===== src/rtl/pic_common_pkg.sv =====
// Shared types and constants for the 8259A interrupt-acknowledge initiator.
package pic_common_pkg;

  typedef enum logic [1:0] {
    IDLE       = 2'd0,
    PULSE_LOW  = 2'd1,
    PULSE_HIGH = 2'd2,
    DONE       = 2'd3
  } state_t;

  localparam logic [7:0] CALL_OPCODE  = 8'hCD;
  localparam logic [1:0] PULSES_8086  = 2'd2;
  localparam logic [1:0] PULSES_MCS80 = 2'd3;

endpackage


===== src/rtl/inta_pulse_timer.sv =====
// Loadable down-counter timing the INTA# low and high phases.
module inta_pulse_timer #(
  parameter int WIDTH = 2
) (
  input  logic             clock,
  input  logic             reset,
  input  logic             load,
  input  logic [WIDTH-1:0] load_value,
  output logic             terminal_count
);

  logic [WIDTH-1:0] count_reg;

  always_ff @(posedge clock) begin
    if (reset) begin
      count_reg <= '0;
    end else if (load) begin
      count_reg <= load_value;
    end else if (count_reg != '0) begin
      count_reg <= count_reg - 1'b1;
    end
  end

  // A phase of N cycles is loaded with N-1, so zero marks its final cycle.
  assign terminal_count = (count_reg == '0);

endmodule


===== src/rtl/interrupt_acknowledge_master.sv =====
// CPU-side INTA# pulse generator: runs the 2- or 3-pulse acknowledge sequence,
// collects the bytes from the controller and hands them over with valid/ready.
module interrupt_acknowledge_master
  import pic_common_pkg::*;
#(
  parameter int PULSE_LOW_CYCLES  = 2,
  parameter int PULSE_HIGH_CYCLES = 2
) (
  input  logic        clock,
  input  logic        reset,
  input  logic        interrupt_enable,
  input  logic        mcs80_mode,
  input  logic        interrupt_request,
  output logic        interrupt_acknowledge_n,
  input  logic [7:0]  data_bus_in,
  output logic        vector_valid,
  input  logic        vector_ready,
  output logic [7:0]  vector,
  output logic [15:0] call_address,
  output logic        opcode_error,
  output logic        busy
);

  localparam int MAX_CYCLES = (PULSE_LOW_CYCLES > PULSE_HIGH_CYCLES) ?
                              PULSE_LOW_CYCLES : PULSE_HIGH_CYCLES;
  localparam int CW = $clog2(MAX_CYCLES + 1);
  localparam logic [CW-1:0] LOW_LOAD  = CW'(PULSE_LOW_CYCLES - 1);
  localparam logic [CW-1:0] HIGH_LOAD = CW'(PULSE_HIGH_CYCLES - 1);

  state_t         state_reg;
  logic           mode_reg;
  logic [1:0]     pulse_count_reg;
  logic           start;
  logic           last_pulse;
  logic           timer_tc;
  logic           timer_load;
  logic [CW-1:0]  timer_value;

  assign start      = (state_reg == IDLE) && interrupt_request && interrupt_enable;
  assign last_pulse = (pulse_count_reg == ((mode_reg ? PULSES_MCS80 : PULSES_8086) - 2'd1));

  always_comb begin
    timer_load  = 1'b0;
    timer_value = LOW_LOAD;
    case (state_reg)
      IDLE:       timer_load = start;
      PULSE_LOW:  begin
        timer_load  = timer_tc && !last_pulse;
        timer_value = HIGH_LOAD;
      end
      PULSE_HIGH: timer_load = timer_tc;
      default:    timer_load = 1'b0;
    endcase
  end

  inta_pulse_timer #(.WIDTH(CW)) u_timer (
    .clock          (clock),
    .reset          (reset),
    .load           (timer_load),
    .load_value     (timer_value),
    .terminal_count (timer_tc)
  );

  always_ff @(posedge clock) begin
    if (reset) begin
      state_reg               <= IDLE;
      mode_reg                <= 1'b0;
      pulse_count_reg         <= 2'd0;
      interrupt_acknowledge_n <= 1'b1;
      vector_valid            <= 1'b0;
      busy                    <= 1'b0;
      opcode_error            <= 1'b0;
      vector                  <= 8'h00;
      call_address            <= 16'h0000;
    end else begin
      case (state_reg)
        IDLE: begin
          if (start) begin
            state_reg               <= PULSE_LOW;
            mode_reg                <= mcs80_mode;
            pulse_count_reg         <= 2'd0;
            interrupt_acknowledge_n <= 1'b0;
            busy                    <= 1'b1;
            opcode_error            <= 1'b0;
          end
        end
        PULSE_LOW: begin
          if (timer_tc) begin
            // Bus is captured on the edge that raises INTA#.
            interrupt_acknowledge_n <= 1'b1;
            case (pulse_count_reg)
              2'd0: if (mode_reg) opcode_error <= (data_bus_in != CALL_OPCODE);
              2'd1: begin
                if (mode_reg) call_address[7:0] <= data_bus_in;
                else          vector            <= data_bus_in;
              end
              default: if (mode_reg) call_address[15:8] <= data_bus_in;
            endcase
            if (last_pulse) begin
              state_reg    <= DONE;
              vector_valid <= 1'b1;
            end else begin
              state_reg <= PULSE_HIGH;
            end
          end
        end
        PULSE_HIGH: begin
          if (timer_tc) begin
            state_reg               <= PULSE_LOW;
            interrupt_acknowledge_n <= 1'b0;
            if (pulse_count_reg != 2'd3) pulse_count_reg <= pulse_count_reg + 2'd1;
          end
        end
        DONE: begin
          if (vector_ready) begin
            state_reg    <= IDLE;
            vector_valid <= 1'b0;
            busy         <= 1'b0;
          end
        end
        default: state_reg <= IDLE;
      endcase
    end
  end

endmodule


===== config.mk =====
export PLATFORM = sky130hd
export DESIGN_NAME = interrupt_acknowledge_master
export DESIGN_NICKNAME = d
export VERILOG_FILES = /design/src/rtl/pic_common_pkg.sv /design/src/rtl/inta_pulse_timer.sv /design/src/rtl/interrupt_acknowledge_master.sv
export SDC_FILE = /design/constraint.sdc
export NUM_CORES = 1
export LEC_CHECK = 0
export CELL_PAD_IN_SITES_DETAIL_PLACEMENT = 1
export CELL_PAD_IN_SITES_GLOBAL_PLACEMENT = 1
export CORE_ASPECT_RATIO = 1.75
export CORE_MARGIN = 1
export CORE_UTILIZATION = 38
export DETAILED_ROUTE_END_ITERATION = 10
export GPL_TIMING_DRIVEN = 0
export PLACE_DENSITY_LB_ADDON = 0.1
export SYNTH_ARGS = -nofsm -noshare
export SYNTH_HDL_FRONTEND = slang
export SYNTH_SLANG_ARGS = --single-unit

===== constraint.sdc =====
create_clock -name clock -period 2.8 [get_ports clock]
set_input_delay 0.56 -clock clock [delete_from_list [all_inputs] [get_ports clock]]
set_output_delay 0.56 -clock clock [all_outputs]
set_load 0.005 [all_outputs]

==> flow_summary.yaml, run 1 <==
timing:
  min_period_ns: 1.740
  fin_skew_ns: 0.004107
  max-slew-margin-rel: 0.6862
  fmax_mhz: 574.8
  finalCritPeriodShare: 0.6213
  fin_hold_ws_ns: 0.4699
  setup_tns_ns: 0
  maxSlewViolCount: 0
  worst_pin_slew_ns: 0.4707
  setup_ws_ns: 1.060
  rsz0062_at_grt: "no"
  setup_viol: 0
  hold_viol_final: 0
critical_path:
  cp_cell_sequence: "clkdlybuf4s50_1"
  cp.required_ns: 2.24
  cp_num_buf_inv: 1
  cp.arrival_ns: 1.18
  crit_start: "call_address[13]"
  reg2reg_from: "u_timer.count_reg[0]"
  cp-start-kind: "flop"
  slowest_delay_ns: 0.53
  cp_slowest_cell: "clkdlybuf4s50_1"
  critPathMaxFanout: 2
  worst-setup-path-type: "flop to output pin"
  crit_path_end_kind: "output pin"
  rrSetupSlack_ns: 1.21
  path_delay_family: "buffers and inverters"
  rr_worst_depth: 7
  timing.rr.end: "call_address[8]"
floorplanning:
  fp-row-count: 31
  core_area_sq_um: 4189
  start_util: 0.4029
  die_w_um: 52.38
  die_h_um: 90.17
  num_io_pins: 42
  die_area_sq_um: 4723
power:
  clock_power_share: 0.290
  powerDensity_nw_per_um2: 551.3
  p_switching_uw: 386.6
  seqPwrFrac: 0.441
  p_comb_frac: 0.268
  p_int_uw: 843.3
  p_leak_uw: 0.0008257
  peakVddDrop_mv: 0.4243
  sw_frac_of_total: 0.3143
clock_network:
  cts-buffers-inserted: 5
  h-tree-depth: 2
  cts_tree: "yes"
  cts_root_buffer: "clkbuf_8"
  clkSlewWorstSetupHoldPaths_ns: 0.07
  clkSinkCount: 35
  clk_latency_ns: 0.29
  clock_path_buffers: 2
  hold_buffers: 0
  cts_setup_buffers: 0
  cts_resized: 0
finish:
  largest_register: "call_address"
  largest_register_ffs: 16
  multi_input_area_sq_um: 844.6
  drive_gt1_frac: 0.1016
  reg.largest.list: "call_address (16), vector (8)"
  antenna_cells: 0
  seq_area_sq_um: 700.7
  syn2layout_area_growth_pct: 32.17
  fillCellCount: 528
  nNetsFinal: 264
logic_synthesis:
  synth.avg_cell_area_sq_um: 8.525
  synth_seq_cells: 35
  ys_types: 40
  syn_nets: 217
  syn_area_sq_um: 1688
  syn_inst: 198
  yosysWarningCount: 0
  yosysSeqAreaShare: 0.4151
grt:
  antenna_found_initial: 0
  grt_usage: 0.2460
  grt_pass1_wl_mm: 8.707
  grt_max_degree: 11
  grt_pass1_vias: 1849
  overflow: 0
routing:
  viasPerCell: 5.536
  final_antenna_net_count: 0
  wirelength_mm: 5.185
  drc: 0
  vias: 1633
  drtIter0Drc: 33
  dr.pass1.iters: 4
  avgRoutedWirePerCell_um: 17.58
job:
  max-cap-violations: 0
min_path:
  hold_path.class: "flop to flop"
  worstHoldEndpoint: "call_address[12]"
  min_from: "call_address[12]"
  min_path_cells: 2
placed_design:
  gp_congestion: 0.8052
  io_buffers: 40
  hpwl_mm: 3.996
  pre_cts_slack_ns: 0.9814
outcome:
  status: "completed"
synthesized netlist by cell type (all sizes together):
library cell / number / area (sq um)
and4bb: 2 / 25.02
nand3: 19 / 95.09
clkbuf: 5 / 20.01
nor4bb: 1 / 10.01
inv: 8 / 30.03
buf: 12 / 92.58
nand3b: 3 / 35.03
a21oi: 30 / 150.1
mux2i: 3 / 30.03
nand4b: 3 / 47.54
a21boi: 2 / 15.02
a31oi: 2 / 12.51
nand2b: 3 / 18.77
or2: 1 / 6.260
a32oi: 1 / 8.760
a21o: 2 / 15.01
o221ai: 2 / 17.52
nor2b: 2 / 12.51
a211o: 1 / 8.760
o21ai: 19 / 95.09
and4b: 3 / 30.03
o22ai: 1 / 6.260
dfxtp: 35 / 700.7
a22oi: 1 / 7.510
nand4: 1 / 6.260
nand2: 24 / 90.09
nor2: 4 / 15.01
and3: 1 / 6.260
and3b: 1 / 8.760
xor2: 1 / 8.760
ha: 5 / 62.56
cell usage in the layout (no fill, tap or decap), types with 2 or more instances in the layout:
master	count
a21o_1	2
a21oi_1	30
a31oi_1	2
and4b_1	3
and4bb_2	2
buf_2	7
buf_4	2
buf_6	2
clkbuf_1	6
clkbuf_8	5
clkdlybuf4s50_1	40
dfxtp_1	35
ha_1	5
inv_1	8
mux2i_1	3
nand2_1	24
nand2b_1	3
nand3_1	19
nand3b_1	2
nor2_1	4
nor2b_1	2
o21ai_0	17
o21ai_1	2
o221ai_1	2
logic make-up (layout without fill, tap and decap cells):
family	after synthesis	in the layout	synth area share
AND/OR/NAND/NOR	68	68	0.2409
AO/OA/AOI/OAI	61	61	0.1994
flip-flops	35	35	0.4151
buffers and inverters	25	73	0.08450
adder cells (fa/ha/maj)	5	5	0.03706
multiplexers	3	3	0.01779
XOR/XNOR	1	1	0.005190
area by class of cell:
| type | instances | area share |
|---|---|---|
| Multi-Input combinational cell | 138 | 0.3786 |
| Timing Repair Buffer | 40 | 0.1795 |
| Inverter | 8 | 0.01346 |
| Clock buffer | 7 | 0.03421 |
| Buffer | 17 | 0.05048 |
| Sequential cell | 35 | 0.3141 |
| Clock inverter | 1 | 0.002243 |
| Tap cell | 49 | 0.02748 |
worst max-delay path by stage:
stage	slack, ns	endpoint	cells past startpoint
after floorplan	1.44	vector[5]	8
after global placement	0.98	opcode_error	4
after detailed placement	0.98	opcode_error	4
after CTS	1.07	call_address[13]	1
after global routing	1.04	call_address[1]	1
final	1.06	call_address[13]	1
power groups by stage:
stage / clock, uW / sequential [uW] / combinational, uW
floorplan: 0 / 549 / 223
global placement: 0 / 550 / 311
detailed placement: 0 / 554 / 331
CTS: 360 / 543 / 334
global route: 383 / 546 / 367
finish: 357 / 543 / 330
stage by stage:
step	power (uW)	area, sq um	std cells	utilization
floorplan	771.1	1688	198	-
global placement	861.8	2150	287	0.5131
detailed placement	884.9	2150	287	0.5131
CTS	1236	2231	295	0.5326
global route	1296	2231	295	0.5326
finish	1230	2231	295	0.5326
metal layers:
layer,up-vias,share of wire,GRT usage
met5,-,0,0
met4,0,0.030,0.1096
met3,14,0.034,0.03892
met2,46,0.58,0.4652
met1,783,0.36,0.2419
li1,790,-,-
(Power assumes the default switching activity.)
==> inputs of run 2 (changes only) <==
CORE_UTILIZATION = 32   (was 38)
clock period = 1.4 ns   (was 2.8 ns; I/O delays follow)
==> run 2 against run 1 <==
  * The run now ends with DRC left
  * Global-route usage fell by 5.1 points
  * Critical endpoint is now call_address[1]
  * Clock power rose by 110%
  * Sequential share of layout area fell by 1.4 points
  * Combinational power rose by 140%
  * Worst hold slack got worse by 0.035 ns
  * Design area rose by 8.1%
  * Highest routed layer unchanged
  * First-iteration DRC count rose by 30%
==> flow_summary.yaml, run 2 (same netlist as run 1, synthesis figures left out) <==
outcome:
  status: "complete, but fails checks"
  violations: "DRC"
finish:
  drive_gt1_frac: 0.2570
  seq_area_sq_um: 723.2
  fillCellCount: 611
  multi_input_area_sq_um: 930.9
  syn2layout_area_growth_pct: 42.85
  largest_register: "call_address"
  layout_commonest_cell: "a21oi_1"
  antenna_cells: 0
  reg.largest.list: "call_address (16), vector (8)"
  nNetsFinal: 268
  stdcell_area_sq_um: 2411
  largest_register_ffs: 16
  final_cell_mix: "25 x a21oi_1, 24 x nand2_1, 18 x dfxtp_2"
critical_path:
  cp.arrival_ns: 1.61
  cp_cell_sequence: "inv_2 -> ha_4 -> buf_6 -> and4b_4 -> clkbuf_16 -> nand3_2 -> a21oi_2"
  cp-start-kind: "flop"
  slowest_delay_ns: 0.32
  rr_worst_depth: 7
  rrSetupSlack_ns: 0.007
  reg2reg_from: "u_timer.count_reg[1]"
  worst-setup-path-type: "flop to flop"
  cp.required_ns: 1.62
  crit_path_end_kind: "flop"
  cp_slowest_cell: "dfxtp_2"
  timing.rr.end: "call_address[1]"
  critPathMaxFanout: 7
routing:
  final_antenna_net_count: 0
  viasPerCell: 5.356
  drc: 16
  wirelength_mm: 5.201
  drtIter0Drc: 43
  avgRoutedWirePerCell_um: 17.17
  dr.pass1.iters: 7
  vias: 1623
clock_network:
  hold_buffers: 0
  clock_path_buffers: 2
  cts-buffers-inserted: 5
  cts_root_buffer: "clkbuf_8"
  clkSlewWorstSetupHoldPaths_ns: 0.07
  h-tree-depth: 2
  clk_latency_ns: 0.29
  clkSinkCount: 35
  cts_tree: "yes"
placed_design:
  hpwl_mm: 3.650
  gp_congestion: 0.7388
  place_area_sq_um: 2156
  io_buffers: 40
floorplanning:
  die_w_um: 56.90
  num_io_pins: 42
  die_h_um: 98.08
  die_area_sq_um: 5580
  fp-row-count: 34
  core_area_sq_um: 5020
  start_util: 0.3362
timing:
  rsz0062_at_grt: "yes"
  setup_viol: 0
  finalCritPeriodShare: 0.9948
  hold_viol_final: 0
  maxSlewViolCount: 0
  max-slew-margin-rel: 0.5600
  worst_pin_slew_ns: 0.6600
  fmax_mhz: 718.0
  fin_skew_ns: 0.005305
  min_period_ns: 1.393
power:
  p_total_uw: 2633
  p_switching_uw: 814.8
  p_comb_frac: 0.297
  clock_power_share: 0.288
  p_int_uw: 1818
  sw_frac_of_total: 0.3095
  p_leak_uw: 0.001201
  peakVddDrop_mv: 0.6265
  powerDensity_nw_per_um2: 1092
  seqPwrFrac: 0.415
min_path:
  worstHoldEndpoint: "call_address[4]"
  min_path_cells: 2
  min_from: "reset"
  hold_path.class: "primary input to flop"
grt:
  grt_pass1_wl_mm: 8.431
  grt_max_degree: 17
  antenna_found_initial: 0
  overflow: 0
  grt_usage: 0.1950
  grt_pass1_vias: 1726
job:
  max-cap-violations: 0
run 2: cell types whose count changed in the layout (fill, tap and decap cells not counted), sizes merged:
cell           before  now
dlygate4sd2         0   16
clkdlybuf4s50      40   13
dlymetal6s2s        0   11
buf                12   15
run 2: per-layer routing:
| layer | vias up | track usage | share of wire |
|---|---|---|---|
| li1 | 796 | - | - |
| met1 | 775 | 0.2041 | 0.39 |
| met2 | 40 | 0.3692 | 0.56 |
| met3 | 12 | 0.03444 | 0.033 |
| met4 | 0 | 0.07880 | 0.025 |
| met5 | - | 0 | 0 |
run 2: power groups by stage:
stage	sequential [uW]	clock, uW	combinational, uW
CTS	1080	783	694
global placement	1100	0	644
global route	1100	818	864
finish	1090	757	783
detailed placement	1110	0	649
floorplan	1100	0	445
run 2: critical path: cells and delay by family (launching register included):
kind,cells,cell delay (ns)
flip-flops,1,0.32
adder cells (fa/ha/maj),1,0.12
buffers and inverters,3,0.35
AO/OA/AOI/OAI,1,0.12
AND/OR/NAND/NOR,2,0.40
run 2: how the worst max path moves through the flow:
stage	start	endpoint	slack (ns)	depth (start not counted)
2_1_floorplan	u_timer.count_reg[0]	vector[5]	0.04	8
3_3_place_gp	u_timer.count_reg[0]	call_address[8]	-0.13	7
3_5_place_dp	data_bus_in[6]	opcode_error	-0.19	4
4_1_cts	u_timer.count_reg[0]	vector[6]	-0.03	7
5_1_grt	u_timer.count_reg[1]	call_address[2]	-0.11	6
6_report	u_timer.count_reg[1]	call_address[1]	0.007	7
run 2: layout make-up:
class                      count  share of cell area
multi-input combinational    138              0.3861
timing repair buffer          46              0.1951
inverter                       8             0.01245
buffer                        15             0.04203
clock inverter                 1            0.002076
clock buffer                   6             0.03425
tap                           54             0.02802
sequential                    35              0.2999
run 2: repair_timing:
action / in CTS / in global routing
setup buffers: 2 / 3
gates cloned: 0 / 1
endpoints found under the setup margin: 40 / 44
hold endpoints to repair: 0 / 0
pin swaps: 0 / 9
resized for setup: 36 / 42
run 2: stage by stage:
stage / std cells / utilization / setup WS (ns) / hold slack (ns) / TNS (ns)
after floorplan: 198 / - / 0.04317 / 0.4160 / 0
after global placement: 292 / 0.4295 / -0.1256 / 0.4476 / -1.805
after detailed placement: 292 / 0.4295 / -0.1868 / 0.4541 / -2.276
after CTS: 299 / 0.4519 / -0.03308 / 0.4495 / -0.4292
after global routing: 303 / 0.4803 / -0.1054 / 0.4708 / -1.443
final: 303 / 0.4803 / 0.007321 / 0.4351 / 0
